### config.mk
export PLATFORM = sky130hd
export DESIGN_NAME = mem_stage
export DESIGN_NICKNAME = d
export VERILOG_FILES = /design/src/rtl/mem_stage.sv
export SDC_FILE = /design/constraint.sdc
export NUM_CORES = 1
export LEC_CHECK = 0
export CAP_MARGIN = 0
export CORE_ASPECT_RATIO = 2
export CORE_UTILIZATION = 65
export DETAILED_ROUTE_END_ITERATION = 10
export DONT_BUFFER_PORTS = 1
export GPL_ROUTABILITY_DRIVEN = 0
export PLACE_DENSITY = 0.81
export SLEW_MARGIN = 20
export SYNTH_ARGS = -nofsm -noshare
export SYNTH_HDL_FRONTEND = slang
export SYNTH_SLANG_ARGS = --single-unit
### constraint.sdc
create_clock -name clk -period 3.5 [get_ports clk]
set_input_delay 0.525 -clock clk [delete_from_list [all_inputs] [get_ports clk]]
set_output_delay 0.525 -clock clk [all_outputs]
set_load 0.02 [all_outputs]
### src/rtl/mem_stage.sv
// mem_stage: data-memory stage of the MIPS pipeline. Converts EX loads and
// stores into a request/ready bus transaction with byte enables, performs
// alignment checks and load extension, stalls upstream while the bus is
// busy, and presents a registered write-back record to the RW stage.
module mem_stage #(
  parameter int TIMEOUT = 16
) (
  input  logic        clk,
  input  logic        reset,
  input  logic        in_valid,
  input  logic [3:0]  in_op,
  input  logic [31:0] in_addr,
  input  logic [31:0] in_sdata,
  input  logic [4:0]  in_dst,
  input  logic [31:0] in_pc,
  output logic        stall,
  output logic        bus_req,
  output logic        bus_we,
  output logic [31:0] bus_addr,
  output logic [3:0]  bus_be,
  output logic [31:0] bus_wdata,
  input  logic        bus_ready,
  input  logic [31:0] bus_rdata,
  output logic        out_valid,
  output logic        out_wen,
  output logic [4:0]  out_dst,
  output logic [31:0] out_wdata,
  output logic [31:0] out_pc,
  output logic [1:0]  out_exc
);

  localparam int CW = $clog2(TIMEOUT);
  localparam logic [CW-1:0] CNT_LIMIT = CW'(TIMEOUT - 1);

  localparam logic [3:0] OP_LW  = 4'd1;
  localparam logic [3:0] OP_LH  = 4'd2;
  localparam logic [3:0] OP_LHU = 4'd3;
  localparam logic [3:0] OP_LB  = 4'd4;
  localparam logic [3:0] OP_LBU = 4'd5;
  localparam logic [3:0] OP_SW  = 4'd6;
  localparam logic [3:0] OP_SH  = 4'd7;
  localparam logic [3:0] OP_SB  = 4'd8;

  localparam logic [1:0] EXC_NONE    = 2'd0;
  localparam logic [1:0] EXC_ALIGN   = 2'd1;
  localparam logic [1:0] EXC_TIMEOUT = 2'd2;

  typedef enum logic [0:0] {ST_IDLE = 1'b0, ST_BUSY = 1'b1} state_t;

  // Load or store (ops 9..15 behave like NONE)
  function automatic logic is_mem(input logic [3:0] op);
    return (op >= OP_LW) && (op <= OP_SB);
  endfunction

  function automatic logic is_store(input logic [3:0] op);
    return (op == OP_SW) || (op == OP_SH) || (op == OP_SB);
  endfunction

  function automatic logic misaligned(input logic [3:0] op, input logic [1:0] a);
    case (op)
      OP_LW, OP_SW:         return a != 2'b00;
      OP_LH, OP_LHU, OP_SH: return a[0];
      default:              return 1'b0;
    endcase
  endfunction

  function automatic logic [3:0] byte_en(input logic [3:0] op, input logic [1:0] a);
    case (op)
      OP_LW, OP_SW:         return 4'b1111;
      OP_LH, OP_LHU, OP_SH: return a[1] ? 4'b1100 : 4'b0011;
      OP_LB, OP_LBU, OP_SB: return 4'b0001 << a;
      default:              return 4'b0000;
    endcase
  endfunction

  // Store data replicated into every lane the access could hit
  function automatic logic [31:0] store_data(input logic [3:0] op, input logic [31:0] sd);
    case (op)
      OP_SW:   return sd;
      OP_SH:   return {2{sd[15:0]}};
      OP_SB:   return {4{sd[7:0]}};
      default: return 32'h0000_0000;
    endcase
  endfunction

  function automatic logic [31:0] load_data(input logic [3:0] op, input logic [1:0] a,
                                            input logic [31:0] rd);
    logic [7:0]  b;
    logic [15:0] h;
    b = rd[{a, 3'b000} +: 8];
    h = a[1] ? rd[31:16] : rd[15:0];
    case (op)
      OP_LB:   return {{24{b[7]}}, b};
      OP_LBU:  return {24'h00_0000, b};
      OP_LH:   return {{16{h[15]}}, h};
      OP_LHU:  return {16'h0000, h};
      default: return rd;
    endcase
  endfunction

  state_t          state_q, state_d;
  logic [CW-1:0]   cnt_q, cnt_d;
  logic [3:0]      op_q, op_d;
  logic [31:0]     addr_q, addr_d;
  logic [4:0]      dst_q, dst_d;
  logic [31:0]     pc_q, pc_d;
  logic            bus_req_q, bus_req_d;
  logic            bus_we_q, bus_we_d;
  logic [31:0]     bus_addr_q, bus_addr_d;
  logic [3:0]      bus_be_q, bus_be_d;
  logic [31:0]     bus_wdata_q, bus_wdata_d;
  logic            out_valid_q, out_valid_d;
  logic            out_wen_q, out_wen_d;
  logic [4:0]      out_dst_q, out_dst_d;
  logic [31:0]     out_wdata_q, out_wdata_d;
  logic [31:0]     out_pc_q, out_pc_d;
  logic [1:0]      out_exc_q, out_exc_d;

  logic            mem_op_s;
  logic            misal_s;
  logic            accept_s;
  logic            abort_s;

  assign mem_op_s = is_mem(in_op);
  assign misal_s  = misaligned(in_op, in_addr[1:0]);
  assign accept_s = (state_q == ST_IDLE) && in_valid && mem_op_s && !misal_s;
  assign abort_s  = (state_q == ST_BUSY) && !bus_ready && (cnt_q == CNT_LIMIT);

  // State register
  always_ff @(posedge clk or negedge reset) begin
    if (!reset) begin
      state_q <= ST_IDLE;
    end else begin
      state_q <= state_d;
    end
  end

  // Next-state logic: accept an aligned access, leave BUSY on ready or abort
  always_comb begin
    state_d = state_q;
    case (state_q)
      ST_IDLE: begin
        if (accept_s) state_d = ST_BUSY;
        else          state_d = ST_IDLE;
      end
      ST_BUSY: begin
        if (bus_ready || abort_s) state_d = ST_IDLE;
        else                      state_d = ST_BUSY;
      end
      default: state_d = ST_IDLE;
    endcase
  end

  // Stall output: held on acceptance and while waiting, released on ready/abort
  always_comb begin
    stall = 1'b0;
    case (state_q)
      ST_IDLE: stall = accept_s;
      ST_BUSY: stall = !bus_ready && !abort_s;
      default: stall = 1'b0;
    endcase
  end

  // Datapath next values: latch requests, retire records, run the timeout counter
  always_comb begin
    cnt_d       = cnt_q;
    op_d        = op_q;
    addr_d      = addr_q;
    dst_d       = dst_q;
    pc_d        = pc_q;
    bus_req_d   = bus_req_q;
    bus_we_d    = bus_we_q;
    bus_addr_d  = bus_addr_q;
    bus_be_d    = bus_be_q;
    bus_wdata_d = bus_wdata_q;
    out_valid_d = 1'b0;
    out_wen_d   = out_wen_q;
    out_dst_d   = out_dst_q;
    out_wdata_d = out_wdata_q;
    out_pc_d    = out_pc_q;
    out_exc_d   = out_exc_q;
    case (state_q)
      ST_IDLE: begin
        cnt_d = '0;
        if (!in_valid) begin
          out_valid_d = 1'b0;
        end else if (!mem_op_s) begin
          out_valid_d = 1'b1;
          out_wen_d   = (in_dst != 5'd0);
          out_dst_d   = in_dst;
          out_wdata_d = in_addr;
          out_pc_d    = in_pc;
          out_exc_d   = EXC_NONE;
        end else if (misal_s) begin
          out_valid_d = 1'b1;
          out_wen_d   = 1'b0;
          out_dst_d   = in_dst;
          out_wdata_d = in_addr;
          out_pc_d    = in_pc;
          out_exc_d   = EXC_ALIGN;
        end else begin
          op_d        = in_op;
          addr_d      = in_addr;
          dst_d       = in_dst;
          pc_d        = in_pc;
          bus_req_d   = 1'b1;
          bus_we_d    = is_store(in_op);
          bus_addr_d  = {in_addr[31:2], 2'b00};
          bus_be_d    = byte_en(in_op, in_addr[1:0]);
          bus_wdata_d = store_data(in_op, in_sdata);
        end
      end
      ST_BUSY: begin
        if (bus_ready) begin
          cnt_d       = '0;
          bus_req_d   = 1'b0;
          out_valid_d = 1'b1;
          out_dst_d   = dst_q;
          out_pc_d    = pc_q;
          out_exc_d   = EXC_NONE;
          if (is_store(op_q)) begin
            out_wen_d   = 1'b0;
            out_wdata_d = addr_q;
          end else begin
            out_wen_d   = (dst_q != 5'd0);
            out_wdata_d = load_data(op_q, addr_q[1:0], bus_rdata);
          end
        end else if (abort_s) begin
          cnt_d       = '0;
          bus_req_d   = 1'b0;
          out_valid_d = 1'b1;
          out_wen_d   = 1'b0;
          out_dst_d   = dst_q;
          out_wdata_d = addr_q;
          out_pc_d    = pc_q;
          out_exc_d   = EXC_TIMEOUT;
        end else begin
          cnt_d = cnt_q + CW'(1);
        end
      end
      default: begin
        cnt_d     = '0;
        bus_req_d = 1'b0;
      end
    endcase
  end

  // Datapath and output registers; reset clears everything including bus_req
  always_ff @(posedge clk or negedge reset) begin
    if (!reset) begin
      cnt_q       <= '0;
      op_q        <= 4'd0;
      addr_q      <= 32'h0000_0000;
      dst_q       <= 5'd0;
      pc_q        <= 32'h0000_0000;
      bus_req_q   <= 1'b0;
      bus_we_q    <= 1'b0;
      bus_addr_q  <= 32'h0000_0000;
      bus_be_q    <= 4'b0000;
      bus_wdata_q <= 32'h0000_0000;
      out_valid_q <= 1'b0;
      out_wen_q   <= 1'b0;
      out_dst_q   <= 5'd0;
      out_wdata_q <= 32'h0000_0000;
      out_pc_q    <= 32'h0000_0000;
      out_exc_q   <= 2'd0;
    end else begin
      cnt_q       <= cnt_d;
      op_q        <= op_d;
      addr_q      <= addr_d;
      dst_q       <= dst_d;
      pc_q        <= pc_d;
      bus_req_q   <= bus_req_d;
      bus_we_q    <= bus_we_d;
      bus_addr_q  <= bus_addr_d;
      bus_be_q    <= bus_be_d;
      bus_wdata_q <= bus_wdata_d;
      out_valid_q <= out_valid_d;
      out_wen_q   <= out_wen_d;
      out_dst_q   <= out_dst_d;
      out_wdata_q <= out_wdata_d;
      out_pc_q    <= out_pc_d;
      out_exc_q   <= out_exc_d;
    end
  end

  assign bus_req   = bus_req_q;
  assign bus_we    = bus_we_q;
  assign bus_addr  = bus_addr_q;
  assign bus_be    = bus_be_q;
  assign bus_wdata = bus_wdata_q;
  assign out_valid = out_valid_q;
  assign out_wen   = out_wen_q;
  assign out_dst   = out_dst_q;
  assign out_wdata = out_wdata_q;
  assign out_pc    = out_pc_q;
  assign out_exc   = out_exc_q;

endmodule

==> run metrics <==
status finished with violations; failing checks negative hold slack; cts bufs inserted 17; Max clock buf depth 2; share of cells above drive strength 1 0.160; DR vias/cell 6.48; Sink Count 189; CP Capture Type output port; shortest period the worst path allows 2.94 ns; Layout Utilization 0.690; Int Power 4390 uW; clk_skew 0.0105 ns; dominant synthesized flop cell dfrtp_1; wirelength, routed 25400 um; Wirelength per Cell 22.9 um; Total GRT Usage 0.344; max-cap violations 0; CTS Root Cell clkbuf_16; xor and xnor fraction of the mapped netlist area 0.00370; htree depth 4; worst skew pair latency 0.44 ns; post-CTS sizing 0; pwr dens 708 nW/um^2; CTS tree built; worst path cell trace nand2b_1 -> a221o_4 -> nand2_1; crit-path leading delay family flip-flops; Worst Path Required 2.97 ns; leakage 0.00450 uW; switching power of the nets 2590 uW; cell taking the most area after synthesis dfrtp_1; Synth Area in Adders 0.00132; mapped cell area 9470 um^2; antenna cell count 0; vias in the first global route 7313; setup bufs post-CTS 0; final setup fails 0; initial core utilization 0.663; largest net degree at the start of global routing 190; post-DP HPWL 17600 um; worst min path class input pin to asynchronous set/reset pin; clock slew at reported path FFs 0.08 ns; clock power share 0.284; synthesized flop and latch total 189; fill count 1113; Post-layout nets 1044; initial antenna violation count 0; worst hold slack -0.218 ns; total gr overflow 0; initial DRC count 414; post-synthesis compound-gate area fraction 0.148; Fin. Hold Viols 189; first-pass GRT wire length 39000 um; Ports 285; setup_tns 0 ns; Async SR Flop Fraction 1.00; slew margin rel. 0.405; number of synthesized flops with an enable pin 0; DRT Pass-1 Iters 5; multiplexer share of the synthesized area 0.126; core area 14300 um^2; slew at the pin closest to its max-slew limit 0.889 ns; Avg Inst Size Synth 9.82 um^2; row cnt 62; Routed Antenna Nets 0; critical path's slowest cell dfrtp_2; fin. max-slew vios 0; Synth cell types 63; Fmax 340 MHz; sequential share of power 0.533; largest cells by area after synthesis dfrtp_1, nand2_1, mux2_2; Layout area overhead 4.08%; die width 87.3 um; maximum VDD drop 626 uV; cell count after synthesis 964; Worst path max stage delay 0.71 ns; Die ar. 15100 um^2; DRC errors left 0; switching portion of total power 0.371; share of the synthesized area in the top cell type 0.499; Crit path arrival time 2.41 ns; Worst Path Buf+Inv 0; critical path launch point type register; yosys warns 0; critical path fanouts, max 62; IO buf count 0; largest family of logic cells by synthesized area simple AND/OR/NAND/NOR gates; Gate power share 0.183; Vias 7173; reg2reg setup slack 1.03 ns; RSZ-0062 raised after global routing false; Tcrit/Tclk final 0.840; placed cells 1075; non-filler cells, final 1107; kind of critical path register to output port; sequential area share after synthesis 0.499; Synth Area in Simple Gates 0.152; Die Ht 173 um
cell type report:
type / count / area, um^2 / area share
multi-input cells: 667 / 4110 / 0.417
clock buffers: 17 / 425 / 0.0432
clock inverters: 15 / 175 / 0.0178
repair buffers: 15 / 125 / 0.0127
flip-flops and latches: 189 / 4730 / 0.480
well taps: 192 / 240 / 0.0244
inverters: 12 / 45.0 / 0.00457
Yosys cell counts, types with 10 or more instances:
library cell / number
buf_6: 10
a221oi_1: 16
o21ai_0: 50
dfrtp_1: 189
nor2_1: 72
buf_2: 17
clkbuf_1: 28
a21oi_1: 40
a221o_1: 19
mux2_2: 79
buf_4: 38
mux2i_1: 27
nand2_1: 244
inv_1: 10
power by group through the flow:
stage               clock (uW)  sequential (uW)  combinational, uW
floorplan                    0             3430               1330
global placement             0             3730               1200
detailed placement           0             3740               1260
CTS                       2000             3720               1270
global route              2080             3780               1400
finish                    1980             3720               1280
kinds of logic after synthesis:
logic type | count (synthesis)
compound gates | 198
simple gates | 353
flops | 189
mux | 109
buf+inv | 109
other cells | 1
fa+ha+maj | 1
xor+xnor | 4
placed cells by master (no fill, tap or decap), types with 8 or more instances in the layout:
cell and count:
nand2_1 244, dfrtp_1 188, mux2_2 79, nor2_1 72
o21ai_0 50, a21oi_1 40, mux2i_1 27, a221o_1 18
clkbuf_16 17, a221oi_1 16, buf_4 14, inv_1 10
o211ai_1 8, a22o_1 8
registers in the layout, indices dropped and copies added, names as in the netlist:
| register | cells |
|---|---|
| bus_we | 1 |
| bus_be | 4 |
| out_valid | 1 |
| state_q | 1 |
| out_exc | 2 |
| out_wen | 1 |
| dst_q | 5 |
| op_q | 4 |
| out_dst | 5 |
| addr_q | 32 |
| out_wdata | 32 |
| bus_req | 1 |
| pc_q | 32 |
| bus_wdata | 32 |
| out_pc | 32 |
| cnt_q | 4 |
routing by layer:
metal,vias to the layer above,routed length (um),GRT usage
met4,0,1790,0.238
li1,3192,-,-
met5,-,0,0
met3,119,2020,0.0998
met2,365,13200,0.577
met1,3497,8390,0.358
worst paths after layout:
path | startpoint | to | cells after the start
setup / recovery | state_q | stall | 3
hold / removal | reset | out_wdata[26] | 0
setup reg to reg | state_q | pc_q[23] | 5
hold reg to reg | pc_q[19] | pc_q[19] | 2
max in group asynchronous | reset | out_wdata[5] | 0
min in group clk | in_pc[10] | pc_q[10] | 2
through the flow:
stage / total power, uW / area (um^2) / worst slack (ns)
floorplan: 4760 / 9470 / 0.842
global placement: 4930 / 9250 / 0.817
detailed placement: 5000 / 9250 / 0.800
CTS: 6990 / 9850 / 0.505
global route: 7260 / 9860 / 0.409
finish: 6980 / 9860 / 0.561
Note: power is estimated with default switching activity, not from simulation.
